--- config.mk ---
export PLATFORM = sky130hd
export DESIGN_NAME = std_bypass_arbiter
export DESIGN_NICKNAME = d
export VERILOG_FILES = /design/src/rtl/std_cache_pkg.sv /design/src/rtl/std_bypass_rr_pick.sv /design/src/rtl/std_bypass_arbiter.sv
export SDC_FILE = /design/constraint.sdc
export NUM_CORES = 1
export LEC_CHECK = 0
export BUFFER_PORTS_ARGS = -buffer_cell sky130_fd_sc_hd__buf_2
export CORE_AREA = 8 8 322 324
export CTS_CLUSTER_DIAMETER = 80
export DETAILED_ROUTE_END_ITERATION = 16
export DIE_AREA = 0 0 330 332
export PLACE_DENSITY = 0.3
export SLEW_MARGIN = 20
export SYNTH_ARGS = -nofsm -noshare
export SYNTH_HDL_FRONTEND = slang
export SYNTH_HIERARCHICAL = 1
export SYNTH_SLANG_ARGS = --single-unit
--- constraint.sdc ---
create_clock -name clk_i -period 3.35 [get_ports clk_i]
set_clock_uncertainty 0.05 [all_clocks]
set_input_delay 0.335 -clock clk_i [delete_from_list [all_inputs] [get_ports clk_i]]
set_output_delay 0.335 -clock clk_i [all_outputs]
set_load 0.01 [all_outputs]
--- src/rtl/std_cache_pkg.sv ---
// std_cache_pkg: shared bypass request/response types and bypass arbiter state enum
package std_cache_pkg;
  typedef struct packed {
    logic        req;
    logic        we;
    logic [7:0]  be;
    logic [1:0]  size;
    logic [3:0]  id;
    logic [63:0] addr;
    logic [63:0] wdata;
  } bypass_req_t;
  typedef struct packed {
    logic        gnt;
    logic        valid;
    logic [63:0] rdata;
  } bypass_rsp_t;
  typedef enum logic [1:0] {IDLE, SEND, WAIT} arb_state_e;
endpackage

--- src/rtl/std_bypass_rr_pick.sv ---
// std_bypass_rr_pick: first set req bit at or after ptr (wrapping) -> one-hot gnt, idx, any
module std_bypass_rr_pick #(
  parameter int unsigned N = 3,
  localparam int unsigned IW = N > 1 ? $clog2(N) : 1
) (
  input  logic [N-1:0]  req,
  input  logic [IW-1:0] ptr,
  output logic [N-1:0]  gnt,
  output logic [IW-1:0] idx,
  output logic          any
);
  logic [IW-1:0] k;
  always_comb begin
    gnt = '0;
    idx = '0;
    any = 1'b0;
    k   = '0;
    for (int i = N - 1; i >= 0; i--) begin
      k = IW'((int'(ptr) + i) % int'(N));
      if (req[k]) begin
        gnt    = '0;
        gnt[k] = 1'b1;
        idx    = k;
        any    = 1'b1;
      end
    end
  end
endmodule

--- src/rtl/std_bypass_arbiter.sv ---
// std_bypass_arbiter: round-robin NR_PORTS req_i/rsp_o onto one bypass port req_o/rsp_i, one transaction outstanding
module std_bypass_arbiter
  import std_cache_pkg::*;
#(
  parameter int unsigned NR_PORTS = 3
) (
  input  logic                       clk_i,
  input  logic                       rst_i,
  input  bypass_req_t [NR_PORTS-1:0] req_i,
  output bypass_rsp_t [NR_PORTS-1:0] rsp_o,
  output bypass_req_t                req_o,
  input  bypass_rsp_t                rsp_i
);
  localparam int unsigned IW = NR_PORTS > 1 ? $clog2(NR_PORTS) : 1;
  arb_state_e    state, state_n;
  logic [IW-1:0] rr_ptr, rr_ptr_n, lat_idx, win_idx;
  logic [NR_PORTS-1:0] req_vec, win_gnt;
  logic          win_any, take, done;
  bypass_req_t   lat_req;
  always_comb begin
    req_vec = '0;
    for (int k = 0; k < NR_PORTS; k++) req_vec[k] = req_i[k].req;
  end
  std_bypass_rr_pick #(.N(NR_PORTS)) u_pick (
    .req(req_vec),
    .ptr(rr_ptr),
    .gnt(win_gnt),
    .idx(win_idx),
    .any(win_any)
  );
  assign take     = !rst_i && state == IDLE && win_any;
  assign done     = !rst_i && rsp_i.valid && ((state == SEND && rsp_i.gnt) || state == WAIT);
  assign rr_ptr_n = lat_idx == IW'(NR_PORTS - 1) ? '0 : lat_idx + IW'(1);
  always_comb begin
    state_n = state == IDLE ? (win_any ? SEND : IDLE)
            : state == SEND ? (rsp_i.gnt ? (rsp_i.valid ? IDLE : WAIT) : SEND)
            : (rsp_i.valid ? IDLE : WAIT);
  end
  always_ff @(posedge clk_i) begin
    if (rst_i) begin
      state   <= IDLE;
      rr_ptr  <= '0;
      lat_req <= '0;
      lat_idx <= '0;
    end else begin
      state <= state_n;
      if (done) rr_ptr <= rr_ptr_n;
      if (take) begin
        lat_req <= req_i[win_idx];
        lat_idx <= win_idx;
      end
    end
  end
  // responses are steered by the latched winner only, so rsp_i never reaches req_o
  always_comb begin
    req_o = '0;
    rsp_o = '0;
    if (!rst_i && state == SEND) begin
      req_o     = lat_req;
      req_o.req = 1'b1;
      req_o.id  = 4'(lat_idx);
    end
    if (take) rsp_o[win_idx].gnt = 1'b1;
    if (done) begin
      rsp_o[lat_idx].valid = 1'b1;
      rsp_o[lat_idx].rdata = rsp_i.rdata;
    end
  end
  always_ff @(posedge clk_i) begin
    if (!rst_i && state == IDLE)
      assert (!(rsp_i.gnt || rsp_i.valid))
      else $warning("std_bypass_arbiter: unexpected rsp_i handshake while idle");
  end
endmodule

==> qor.yml <==
outcome:
  status: "finished clean"
critical_path:
  cp_data_required_time_ps: 2960
  cp_num_buf_inv: 4
  cp_common_cell: "inv_1"
  path_cells: "inv_1, ha_2, inv_1, o21ai_1, a21oi_2, nand3b_1, or4b_4, nor3b_4, buf_12, buf_2"
  cp-start-kind: "flip-flop"
  crit_path_max_fanout: 7
  critical-path-top-delay-family: "simple AND/OR/NAND/NOR gates"
  end_kind: "output pin"
  arrival_ps: 2770
  path_class: "flip-flop to output pin"
  critPathMaxStageDelay_ps: 530
  cpMaxStageDelayCell: "or4b_4"
global_route:
  grt_pass1_wl_mm: 95.6
  antenna_found_initial: 25
  grt_pass1_vias: 13407
  grt_use_total: 0.120
  grt_max_degree: 67
  gr-total-overflow: 0
sta:
  clock.fmax_ghz: 0.317
  setup_violations: 0
  setup-tns-final_ps: 0
  drv_slew: 0
  period_minus_slack_ps: 3160
  tightestPinTransition_ps: 850
  relSlewSlack: 0.433
  fin_crit_sh: 0.942
  rsz0062_at_grt: "no"
  final-hold-violation-count: 0
place:
  port_buffers: 827
  dp_cells: 3195
  gp_congestion: 0.899
  dp_hpwl_mm: 56.0
clocking:
  cts_buffers: 17
  clk_latency_ps: 500
  clk_pin_slew_ps: 70
  clock_sinks: 145
  clk_path_buf_depth: 2
  cts_tree: "done"
  cts-root-buf: "clkbuf_16"
  cts_max_level: 4
detailed_routing:
  vias_per_cell: 3.66
  ant_nets: 0
  route.detailed.drc: 0
  drt-total-wl_mm: 69.4
  drt_iter0_markers: 474
  avgRoutedWirePerCell_um: 20.6
  num_vias: 12347
  drtPass1Iterations: 5
die:
  die_w_um: 330
  dieArea_sq_mm: 0.110
  core_sq_mm: 0.0990
  chipHeight_um: 332
  initial_core_util: 0.0975
  ios: 842
  rows: 116
power:
  power_leakage_nw: 8.42
  ir_drop_mv: 0.252
  p_per_area_mw_per_mm2: 349
layout:
  syn2layout_area_growth_pct: 81.3
  drive_above_1_share: 0.481
  fill_cells: 11321
  multiInputGateArea_sq_mm: 0.00633
  fin_util: 0.177
  regArea_sq_mm: 0.00290
  nets: 2554
  instances_no_fill: 3369
flow_run:
  maxCapViolCount: 0
logic_synthesis:
  synthesis.area_sq_mm: 0.00965
  syn_avg_cell_area_sq_um: 8.39
  synth_warnings: 6
  synthCells: 1150
min_path:
  min_path_type: "input pin to flip-flop"
## routing by layer
| layer | track usage | wire length [um] | vias to the layer above |
|---|---|---|---|
| li1 | - | - | 5844 |
| met1 | 0.123 | 25600 | 5827 |
| met2 | 0.231 | 37200 | 573 |
| met3 | 0.0334 | 4900 | 87 |
| met4 | 0.0381 | 1660 | 16 |
| met5 | 0 | 108 | - |
## report_power, final
part,internal (mW),switching (mW)
combinational,0.912,1.02
sequential,1.99,0.0969
clock,1.19,0.905
## final cells by class
type | count | share of cell area
timing repair buffer | 1002 | 0.343
multi-input combinational | 879 | 0.362
clock inverter | 12 | 0.00901
sequential | 145 | 0.166
clock buffer | 20 | 0.0255
inverter | 6 | 0.00129
antenna | 7 | 0.00100
tap | 1298 | 0.0928
## stage by stage
step | instance area, sq um | total power, mW | setup slack (ps) | hold slack, ps
floorplan | 9660 | 3.01 | 516 | 362
global placement | 15500 | 3.95 | 288 | 411
detailed placement | 15500 | 3.96 | 285 | 411
CTS | 17500 | 6.30 | 26.4 | 3.00
global route | 17500 | 6.50 | 9.02 | 11.2
finish | 17500 | 6.11 | 193 | 64.8
## path summary, 6_finish.rpt
check                                  start  cells after the start  slack, ps            to
worst max-delay path               rr_ptr[0]                     10        190    rsp_o[197]
worst min register to register  lat_req[132]                      1        430  lat_req[132]
worst max register to register     rr_ptr[0]                     13        250   lat_req[86]
worst min-delay path              req_i[316]                      2         60   lat_req[28]
## what timing repair did
action                     in CTS  in global routing
setup endpoints to repair       3                 27
hold buffers                  131                  0
resized for setup               1                  4
pin swaps                       1                  0
setup buffers                   4                  0
hold endpoints to repair      131                  0
## state kept, by name, indices dropped and copies added, names as in the netlist
| register | flops |
|---|---|
| state | 2 |
| rr_ptr | 2 |
| lat_idx | 2 |
| lat_req | 139 |
## placed cells by master, fill, tap and decap left out, types with 17 or more instances in the layout
| cell | count |
|---|---|
| dlygate4sd3_1 | 131 |
| and2_1 | 258 |
| buf_4 | 27 |
| nor2_1 | 153 |
| mux2i_1 | 69 |
| dfxtp_1 | 145 |
| clkbuf_16 | 17 |
| a221o_1 | 139 |
| nor3_1 | 69 |
| nand2b_1 | 79 |
| buf_2 | 826 |
| buf_12 | 17 |
| mux2_2 | 74 |
## worst register-to-register path, delay by kind of cell (launching register included)
kind,cells,cell delay [ps]
AO/OA/AOI/OAI,3,430
adder cells (fa/ha/maj),1,380
buffers and inverters,6,940
flip-flops,1,370
AND/OR/NAND/NOR,3,860
Note: power is estimated with default switching activity, not from simulation.
